`config.mk`:
```
export PLATFORM = sky130hd
export DESIGN_NAME = shield_oc_fault_monitor
export DESIGN_NICKNAME = d
export VERILOG_FILES = /design/src/rtl/shield_oc_pkg.sv /design/src/rtl/shield_oc_debounce.sv /design/src/rtl/shield_oc_fault_monitor.sv
export SDC_FILE = /design/constraint.sdc
export NUM_CORES = 1
export LEC_CHECK = 0
export ABC_AREA = 1
export CAP_MARGIN = 15
export CORE_MARGIN = 1
export CORE_UTILIZATION = 56
export CTS_CLUSTER_DIAMETER = 100
export CTS_CLUSTER_SIZE = 8
export DETAILED_ROUTE_END_ITERATION = 10
export GPL_TIMING_DRIVEN = 0
export HOLD_SLACK_MARGIN = 0.08
export PLACE_DENSITY = 0.9
export SLEW_MARGIN = 20
export SYNTH_ARGS = -nofsm -noshare
export SYNTH_HDL_FRONTEND = slang
export SYNTH_HIERARCHICAL = 1
export SYNTH_SLANG_ARGS = --single-unit
```
`constraint.sdc`:
```
create_clock -name csi_MCLK_clk -period 2.09 [get_ports csi_MCLK_clk]
set_clock_uncertainty 0.1 [all_clocks]
set_input_delay 0.5225 -clock csi_MCLK_clk [delete_from_list [all_inputs] [get_ports csi_MCLK_clk]]
set_output_delay 0.5225 -clock csi_MCLK_clk [all_outputs]
set_load 0.02 [all_outputs]
```
`src/rtl/shield_oc_pkg.sv`:
```
`default_nettype none
// ============================================================================
//  Module   : shield_oc_pkg
//  Purpose  : Shared types and constants for the shield over-current monitor:
//             channel FSM states, register map and fault-counter helper.
//  Revision : 1.0  initial release
// ============================================================================
package shield_oc_pkg;

    localparam int c_FCNT_W = 8;

    typedef enum logic [2:0] {
        ST_OFF   = 3'd0,
        ST_BLANK = 3'd1,
        ST_RUN   = 3'd2,
        ST_FAULT = 3'd3,
        ST_RETRY = 3'd4
    } oc_state_t;

    // Register addresses
    localparam logic c_ADDR_CTRL = 1'b0;
    localparam logic c_ADDR_CNT  = 1'b1;

    // Register 0 field positions (two bits each, B above A)
    localparam int c_BIT_LATCH = 0;
    localparam int c_BIT_OC    = 8;
    localparam int c_BIT_PWR   = 16;
    localparam int c_BIT_IRQEN = 24;

    // Register 1 byte lanes for the per-channel counters
    localparam int c_BIT_CNT_A = 0;
    localparam int c_BIT_CNT_B = 8;

    // Saturating increment so a chattering fault cannot wrap the count
    function automatic logic [c_FCNT_W-1:0] sat_inc(input logic [c_FCNT_W-1:0] v);
        return (v == '1) ? v : v + 1'b1;
    endfunction

endpackage
`default_nettype wire

```
`src/rtl/shield_oc_debounce.sv`:
```
`default_nettype none
// ============================================================================
//  Module   : shield_oc_debounce
//  Purpose  : Two-flop synchroniser followed by a level debouncer for one
//             active-low over-current pin. The clean level changes only after
//             DEBOUNCE_CYCLES consecutive synchronised samples disagree with
//             it, giving 2 + DEBOUNCE_CYCLES cycles from pin edge to output.
//  Revision : 1.0  initial release
// ============================================================================
module shield_oc_debounce #(
    parameter int DEBOUNCE_CYCLES = 1000
) (
    input  logic clk,
    input  logic rst_n,
    input  logic i_raw,
    output logic o_level
);

    localparam int c_DB_W = $clog2(DEBOUNCE_CYCLES + 1);

    logic [1:0]        r_sync;
    logic              r_level;
    logic [c_DB_W-1:0] r_cnt;

    // Bring the asynchronous pin into the clock domain; preset high (no OC)
    always_ff @(posedge clk or negedge rst_n) begin
        if (!rst_n) begin
            r_sync <= 2'b11;
        end else begin
            r_sync <= {r_sync[0], i_raw};
        end
    end

    // Count consecutive disagreeing samples; any agreeing sample restarts
    always_ff @(posedge clk or negedge rst_n) begin
        if (!rst_n) begin
            r_level <= 1'b1;
            r_cnt   <= '0;
        end else if (r_sync[1] == r_level) begin
            r_cnt <= '0;
        end else if (r_cnt == c_DB_W'(DEBOUNCE_CYCLES - 1)) begin
            r_level <= r_sync[1];
            r_cnt   <= '0;
        end else begin
            r_cnt <= r_cnt + 1'b1;
        end
    end

    assign o_level = r_level;

endmodule
`default_nettype wire

```
`src/rtl/shield_oc_fault_monitor.sv`:
```
`default_nettype none
// ============================================================================
//  Module   : shield_oc_fault_monitor
//  Purpose  : Conditions the shield OCN pins, gates the active-low power
//             enables of modules A and B, latches over-current faults with an
//             Avalon-MM status/clear/interrupt-enable interface and per-channel
//             saturating fault counters. Every power-on starts an inrush
//             blanking window during which OC is ignored.
//             Build option: define SHIELD_OC_AUTORETRY_EN to add a timed
//             RETRY state after each fault (default: fault is sticky until a
//             software clear).
//  Revision : 1.0  initial release
// ============================================================================
module shield_oc_fault_monitor
    import shield_oc_pkg::*;
#(
    parameter int DEBOUNCE_CYCLES = 1000,
    parameter int BLANK_CYCLES    = 50000,
    parameter int RETRY_CYCLES    = 5000000,
    parameter int CNT_W           = 24
) (
    input  logic        csi_MCLK_clk,
    input  logic        rsi_MRST_reset_n,
    input  logic        avs_Fault_address,
    input  logic [31:0] avs_Fault_writedata,
    output logic [31:0] avs_Fault_readdata,
    input  logic [3:0]  avs_Fault_byteenable,
    input  logic        avs_Fault_write,
    input  logic        avs_Fault_read,
    output logic        avs_Fault_waitrequest,
    output logic        ins_Fault_irq,
    input  logic        coe_A_OCN_raw,
    input  logic        coe_B_OCN_raw,
    input  logic        coe_A_PWREN_req,
    input  logic        coe_B_PWREN_req,
    output logic        coe_A_OCN,
    output logic        coe_B_OCN,
    output logic        coe_A_PWREN,
    output logic        coe_B_PWREN
);

    logic [1:0]                 w_raw;
    logic [1:0]                 w_req;
    logic [1:0]                 w_level;
    logic [1:0]                 w_oc;
    logic [1:0]                 w_latch;
    logic [1:0]                 w_pwren;
    logic [1:0][c_FCNT_W-1:0]   w_fcnt;
    logic                       w_wr_ctrl;
    logic [1:0]                 w_clr;
    logic                       w_cnt_clr;
    logic [1:0]                 r_irq_en;
    logic                       r_irq;

    assign w_raw = {coe_B_OCN_raw, coe_A_OCN_raw};
    assign w_req = {coe_B_PWREN_req, coe_A_PWREN_req};
    assign w_oc  = ~w_level;

    assign w_wr_ctrl = avs_Fault_write && (avs_Fault_address == c_ADDR_CTRL);
    assign w_clr     = (w_wr_ctrl && avs_Fault_byteenable[0])
                       ? avs_Fault_writedata[c_BIT_LATCH +: 2] : 2'b00;
    assign w_cnt_clr = avs_Fault_write && (avs_Fault_address == c_ADDR_CNT)
                       && avs_Fault_byteenable[0];

    // The read strobe has no side effects, so readdata depends on address only
    assign avs_Fault_waitrequest = 1'b0;

    for (genvar g = 0; g < 2; g++) begin : g_ch
        oc_state_t              r_state;
        logic [CNT_W-1:0]       r_timer;
        logic                   r_pwren;
        logic                   r_latch;
        logic [c_FCNT_W-1:0]    r_fcnt;
        logic                   w_fault_evt;

        shield_oc_debounce #(
            .DEBOUNCE_CYCLES (DEBOUNCE_CYCLES)
        ) u_debounce (
            .clk     (csi_MCLK_clk),
            .rst_n   (rsi_MRST_reset_n),
            .i_raw   (w_raw[g]),
            .o_level (w_level[g])
        );

        // A fault is only qualified once blanking is over
        assign w_fault_evt = (r_state == ST_RUN) && w_oc[g];

        // Channel power sequencing, fault latch and fault counter
        always_ff @(posedge csi_MCLK_clk or negedge rsi_MRST_reset_n) begin
            if (!rsi_MRST_reset_n) begin
                r_state <= ST_OFF;
                r_timer <= '0;
                r_pwren <= 1'b1;
                r_latch <= 1'b0;
                r_fcnt  <= '0;
            end else begin
                // A new fault beats a simultaneous clear; a clear is also
                // refused while the pin still reports over-current
                if (w_fault_evt) begin
                    r_latch <= 1'b1;
                end else if (w_clr[g] && !w_oc[g]) begin
                    r_latch <= 1'b0;
                end

                if (w_fault_evt) begin
                    r_fcnt <= w_cnt_clr ? c_FCNT_W'(1) : sat_inc(r_fcnt);
                end else if (w_cnt_clr) begin
                    r_fcnt <= '0;
                end

                case (r_state)
                    ST_OFF: begin
                        if (!w_req[g]) begin
                            r_state <= ST_BLANK;
                            r_timer <= '0;
                            r_pwren <= 1'b0;
                        end
                    end
                    ST_BLANK: begin
                        if (w_req[g]) begin
                            r_state <= ST_OFF;
                            r_pwren <= 1'b1;
                        end else if (r_timer == CNT_W'(BLANK_CYCLES - 1)) begin
                            r_state <= ST_RUN;
                        end else begin
                            r_timer <= r_timer + 1'b1;
                        end
                    end
                    ST_RUN: begin
                        // Fault takes precedence so a real OC is always logged
                        if (w_oc[g]) begin
                            r_state <= ST_FAULT;
                            r_pwren <= 1'b1;
                        end else if (w_req[g]) begin
                            r_state <= ST_OFF;
                            r_pwren <= 1'b1;
                        end
                    end
                    ST_FAULT: begin
`ifdef SHIELD_OC_AUTORETRY_EN
                        r_state <= ST_RETRY;
                        r_timer <= '0;
`else
                        if (!r_latch) begin
                            if (w_req[g]) begin
                                r_state <= ST_OFF;
                            end else begin
                                r_state <= ST_BLANK;
                                r_timer <= '0;
                                r_pwren <= 1'b0;
                            end
                        end
`endif
                    end
`ifdef SHIELD_OC_AUTORETRY_EN
                    ST_RETRY: begin
                        // Off-time runs to completion even if software clears
                        if (r_timer == CNT_W'(RETRY_CYCLES - 1)) begin
                            if (!w_req[g] && !w_oc[g]) begin
                                r_state <= ST_BLANK;
                                r_timer <= '0;
                                r_pwren <= 1'b0;
                            end else begin
                                r_state <= ST_OFF;
                            end
                        end else begin
                            r_timer <= r_timer + 1'b1;
                        end
                    end
`endif
                    default: begin
                        r_state <= ST_OFF;
                        r_pwren <= 1'b1;
                    end
                endcase
            end
        end

        assign w_latch[g] = r_latch;
        assign w_pwren[g] = r_pwren;
        assign w_fcnt[g]  = r_fcnt;
    end

    // Interrupt enable register and registered level interrupt
    always_ff @(posedge csi_MCLK_clk or negedge rsi_MRST_reset_n) begin
        if (!rsi_MRST_reset_n) begin
            r_irq_en <= 2'b11;
            r_irq    <= 1'b0;
        end else begin
            if (w_wr_ctrl && avs_Fault_byteenable[3]) begin
                r_irq_en <= avs_Fault_writedata[c_BIT_IRQEN +: 2];
            end
            r_irq <= |(w_latch & r_irq_en);
        end
    end

    // Combinational register read mux
    always_comb begin
        avs_Fault_readdata = '0;
        if (avs_Fault_address == c_ADDR_CTRL) begin
            avs_Fault_readdata[c_BIT_LATCH +: 2] = w_latch;
            avs_Fault_readdata[c_BIT_OC    +: 2] = w_oc;
            avs_Fault_readdata[c_BIT_PWR   +: 2] = ~w_pwren;
            avs_Fault_readdata[c_BIT_IRQEN +: 2] = r_irq_en;
        end else begin
            avs_Fault_readdata[c_BIT_CNT_A +: c_FCNT_W] = w_fcnt[0];
            avs_Fault_readdata[c_BIT_CNT_B +: c_FCNT_W] = w_fcnt[1];
        end
    end

    assign ins_Fault_irq = r_irq;
    assign coe_A_OCN     = w_level[0];
    assign coe_B_OCN     = w_level[1];
    assign coe_A_PWREN   = w_pwren[0];
    assign coe_B_PWREN   = w_pwren[1];

endmodule
`default_nettype wire

```
# ---- After elaboration in Yosys (flattened, before gate mapping)
# Index checks and enable logic that the tools add are counted.
# W data, S select, Z words.
dict set report totals {
  in_bits 45
  ramBits 0
  reg_bits 103
  word_cells 144
  latchBits 0
  memories 0
  out_inout_bits 38
  romBits 0
}
dict set report op_classes {
  bitwise 6
  n_lt_le_gt_ge 0
  shift 0
  n_eq_ne 28
  n_div 0
  add_sub_neg 6
  reduce_logical 28
  n_mux 58
  n_mul 0
}
# cell count
set op_table {}
lappend op_table {{$mux W24} 8}
lappend op_table {{$pmux W24 S3} 2}
lappend op_table {{$mux W8} 7}
lappend op_table {{$add A24 B1 Y24 const B} 2}
lappend op_table {{$eq A24 B16 Y1 const B} 2}
lappend op_table {{$mux W10} 4}
lappend op_table {{$mux W3} 12}
lappend op_table {{$pmux W3 S4} 2}
lappend op_table {{$add A10 B1 Y10 const B} 2}
lappend op_table {{$eq A10 B10 Y1 const B} 2}
lappend op_table {{$ne A2 B2 Y1 const B} 10}
lappend op_table {{$add A8 B1 Y8 const B} 2}
lappend op_table {{$eq A8 B8 Y1 const B} 2}
lappend op_table {{$reduce_and A4 Y1} 4}
lappend op_table {{$mux W1} 14}
lappend op_table {{$eq A3 B2 Y1 const B} 4}
lappend op_table {{$mux W6} 2}
lappend op_table {{$ne A3 B3 Y1 const B} 4}
lappend op_table {{$mux W2} 5}
lappend op_table {{$logic_and A1 B1 Y1} 9}
lappend op_table {{$pmux W1 S4} 2}
lappend op_table {{$reduce_and A2 Y1} 4}
lappend op_table {{$reduce_bool A2 Y1} 4}
lappend op_table {{$eq A3 B1 Y1 const B} 2}
lappend op_table {{8 further kinds} 15}

# ---- Logic depth before layout (Yosys ltp)
dict set report depth {
  word_depth 7
  mapped_depth 10
  ltp_nobuf 10
}

# ---- Modules after synthesis
# Netlist, hierarchy kept.
# module area_per_inst_um2 instances cells_per_inst seq_area_each_um2
set by_module_without_submodules {}
lappend by_module_without_submodules {shield_oc_fault_monitor 5052.3 1 750 1881.8}
lappend by_module_without_submodules {shield_oc_debounce 648.1 2 73 329.1}

# ---- Worst setup path before layout
# No wires, ideal clock.
dict set report synth_timing {
  kind {input port to output port}
  from {input avs_Fault_address}
  to {output avs_Fault_readdata[8]}
  arrival_time_ps 1355
  cell_stages 3
  required_ps 1467
  path_slack_ps 112
  n_path_buf 2
  path_cell_list {buf_2 > clkbuf_1 > o21ai_0}
}
dict set report synth_between {
  elab_chain_len 1
}
# element line
set synth_lines {}
lappend synth_lines {{start: declaration} shield_oc_fault_monitor.sv:24} ;# input logic avs_Fault_address,
lappend synth_lines {{$mux W2} shield_oc_fault_monitor.sv:200} ;# if (avs_Fault_address == c_ADDR_CTRL) begin
lappend synth_lines {{end: declaration} shield_oc_fault_monitor.sv:26} ;# output logic [31:0] avs_Fault_readdata,
# No other way between the ends.

# ---- Worst setup path in the final report
dict set report layout_timing {
  from {input avs_Fault_address}
  to {output avs_Fault_readdata[15]}
}
dict set report layout_between {
  elab_chain_len 1
}
# element line
set layout_lines {}
lappend layout_lines {{$mux W6} shield_oc_fault_monitor.sv:200}
# No other way between the ends.

==> run metrics <==
status=finished clean; Setup violations, final=0; startpoint type of the worst setup path=primary input; Post-Route WL=14200 um; vias in the first global route=5597; H-tree depth=3; Final Max Tran Viols=0; ys flop type=dfrtp_1; Critical Path RT=1.47 ns; post-synthesis cell type count=40; port bufs=37; Max transition margin=65.5%; Pleak=slightly below 4 nW; EDFF count, synth=0; R2R setup slack=between 0.1 and 0.15 ns; share of cells above drive strength 1=10.5%; CTS tree=built; die height=108 um; vias per inst=5.26; Mean Syn Cell Area=7.09 um^2; Finished Layout Cells=1106; PnR Total Power=around 5.8 mW; Final HPWL DP=10000 um; crit path from=avs_Fault_address; area leader, netlist=dfrtp_1; largest net degree at the start of global routing=77; VDD IR max=509 uV; wire length per cell=around 13 um; Worst path max stage delay=0.33 ns; ys async rst share=100%; Layout area overhead=15.6%; drt pass-1 iters=5; Seq cells post-synth=101; DRT iter0 DRCs=442; sequential standard cell area=2540 um^2; CTS Buf Count=9; register area share after synthesis=40.0%; routing usage on met3=4.46%; first-pass GRT wire length=24400 um; die area=about 12000 um^2; Post-Syn Area=6350 um^2; crit path time final=2.02 ns; Reg2Reg Depth=10; GR Overflow Total=0; CP Capture Type=output port; fmax=494 MHz; Hold Startpoint=g_ch[0].u_debounce/r_sync[0]; Die Width=108 um; GRT Max-Usage Layer=met2; clock root buffer=clkbuf_16; FF-to-FF End=g_ch[0].r_timer[20]; Reg-to-Reg Start=g_ch[0].r_state[1]; GPL Wtd Cong=0.905; Least-Margin Pin Slew=~0.5 ns; Tot GR Track Use=25.9%; critical path class=in2out; Crit path depth=5; Max Cap Violations=0; CTS sink cnt=101; worst-path maximum fanout=10; # diodes=0; initial antenna violation count=0; CP endpoint=avs_Fault_readdata[15]; GR Util met1=32.3%; met2 usage=45.3%; Max Root-Sink Buffers=2; Final nets=1020; placed insts=roughly 1100; initial core utilization=58.1%; FILL cells=886; Hold WS=0.255 ns; warnings from Yosys=6; Via Count=between 5000 and 6000; Mapped Cells=896; Arrival @ worst endpoint=1.40 ns; DRC Markers=0; core area=10900 um^2; Clock Latency Late Sink=roughly 0.34 ns; Pwr Density=between 700 and 800 nW/um^2; post-synth top area share=35.9%; top post-synthesis cells by area=dfrtp_1, nand2_1, nor2_1; Final Hold Viols=0; Reg clk slew, reported paths=0.07 ns; Final period util=96.8%; area of the multi-input gates=3290 um^2; Slowest-stage cell, CP=dlygate4sd2_1; Routed Antenna Nets=0; crit-path cells=buf_2, clkbuf_4, nand2_1, inv_1, dlygate4sd2_1; Core Rows=38; crit-path leading delay family=buffers and inverters; Hold Crit Class=reg2reg; io pins=83; CP bufs+invs=4
-- repair_timing --
action | CTS | global route
hold buffers | 1 | 0
gates resized for setup | 30 | 11
buffers inserted | 0 | 3
endpoints found under the hold margin | 24 | 0
endpoints found under the setup margin | 34 | 39
-- registers in the layout, indices dropped and copies added (netlist names) --
| register | flops |
|---|---|
| g_ch.r_timer | 48 |
| g_ch.r_latch | 2 |
| g_ch.u_debounce/r_cnt | 20 |
| coe_A_PWREN | 1 |
| g_ch.r_state | 4 |
| g_ch.r_fcnt | 16 |
| g_ch.u_debounce/o_level | 2 |
| coe_B_PWREN | 1 |
| ins_Fault_irq | 1 |
| g_ch.u_debounce/r_sync | 4 |
| r_irq_en | 2 |
-- per-stage QoR --
stage | util [%] | setup WS [ns] | cell area (um^2) | TNS [ns]
after floorplan | - | 0.112 | 6390 | 0
after global placement | 63.5 | -3.34 | 6940 | -335.84
after detailed placement | 63.7 | -0.458 | 6970 | -11.65
after CTS | 66.6 | 0.00689 | 7280 | 0
after global routing | 67.1 | -0.0289 | 7340 | -0.134
final | 67.1 | 0.0675 | 7340 | 0
-- layout make-up --
cell class              count  area share (%)
multi-input cells         671            44.8
flip-flops and latches    101            34.6
repair buffers             42            5.49
inverters                 105            5.42
clock buffers               9            3.07
plain buffers              31            2.95
well taps                 140            2.39
clock inverters             7            1.30
-- cell usage in the layout (no fill, tap or decap), types with 18 or more instances in the layout --
| cell type | instances |
|---|---|
| nand3_1 | 63 |
| xor2_1 | 24 |
| buf_4 | 18 |
| dfrtp_1 | 91 |
| nand4_1 | 25 |
| o21ai_0 | 27 |
| inv_1 | 100 |
| dlygate4sd2_1 | 23 |
| nand2_1 | 303 |
| nor2_1 | 109 |
-- Yosys cell counts (3+ instances only) --
| cell type | instances |
|---|---|
| a21oi_1 | 11 |
| buf_2 | 9 |
| buf_4 | 14 |
| buf_6 | 3 |
| clkbuf_1 | 4 |
| dfrtp_1 | 91 |
| dfstp_2 | 10 |
| ha_1 | 14 |
| inv_1 | 101 |
| inv_2 | 4 |
| nand2_1 | 304 |
| nand2_2 | 6 |
| nand3_1 | 63 |
| nand3_2 | 6 |
| nand3b_1 | 7 |
| nand4_1 | 25 |
| nor2_1 | 112 |
| nor2_2 | 12 |
| nor3_1 | 8 |
| o211ai_1 | 4 |
| o21ai_0 | 27 |
| xnor2_1 | 10 |
| xor2_1 | 24 |
-- where the power goes --
| part | internal [mW] | leakage, nW | switching [mW] | total, mW |
|---|---|---|---|---|
| logic | 0.574 | 2.38 | 1.09 | 1.66 |
| registers | 2.15 | 1.34 | 0.179 | 2.33 |
| clock network | 1.05 | 0.156 | 0.749 | 1.80 |
-- worst min path at each step --
stage | end | cells after the start
2_1_floorplan | g_ch[0].r_fcnt[0] | 0
3_3_place_gp | g_ch[1].u_debounce/r_sync[1] | 0
4_1_cts | g_ch[0].u_debounce/r_sync[1] | 0
5_1_grt | g_ch[0].u_debounce/r_sync[1] | 0
6_report | g_ch[0].u_debounce/r_sync[1] | 0
3_5_place_dp | g_ch[0].u_debounce/r_sync[1] | 0
-- worst register-to-register path: cells and delay by family (launching register included) --
kind	cells	cell delay, ns
buffers and inverters	4	0.65
DFF	1	0.42
adders and majority gates	1	0.16
and+or+nand+nor	5	0.56
-- cell families (layout without fill, tap and decap cells) --
logic type               after synthesis  after routing  synth area share [%]
AO/OA/AOI/OAI                         58             58                  5.42
XOR/XNOR                              36             36                  5.20
adder cells (fa/ha/maj)               14             14                  2.76
buffers and inverters                136            194                  9.42
flip-flops                           101            101                  40.0
other                                  1             13                0.0591
AND/OR/NAND/NOR                      550            550                  37.1
-- routing by layer --
layer / part of all wire, % / vias to the layer above
li1: - / 2927
met1: 44 / 2710
met2: 50 / 165
met3: 4.3 / 21
met4: 1.5 / 0
met5: 0 / -
No activity file was read; power rests on OpenSTA's default activity.
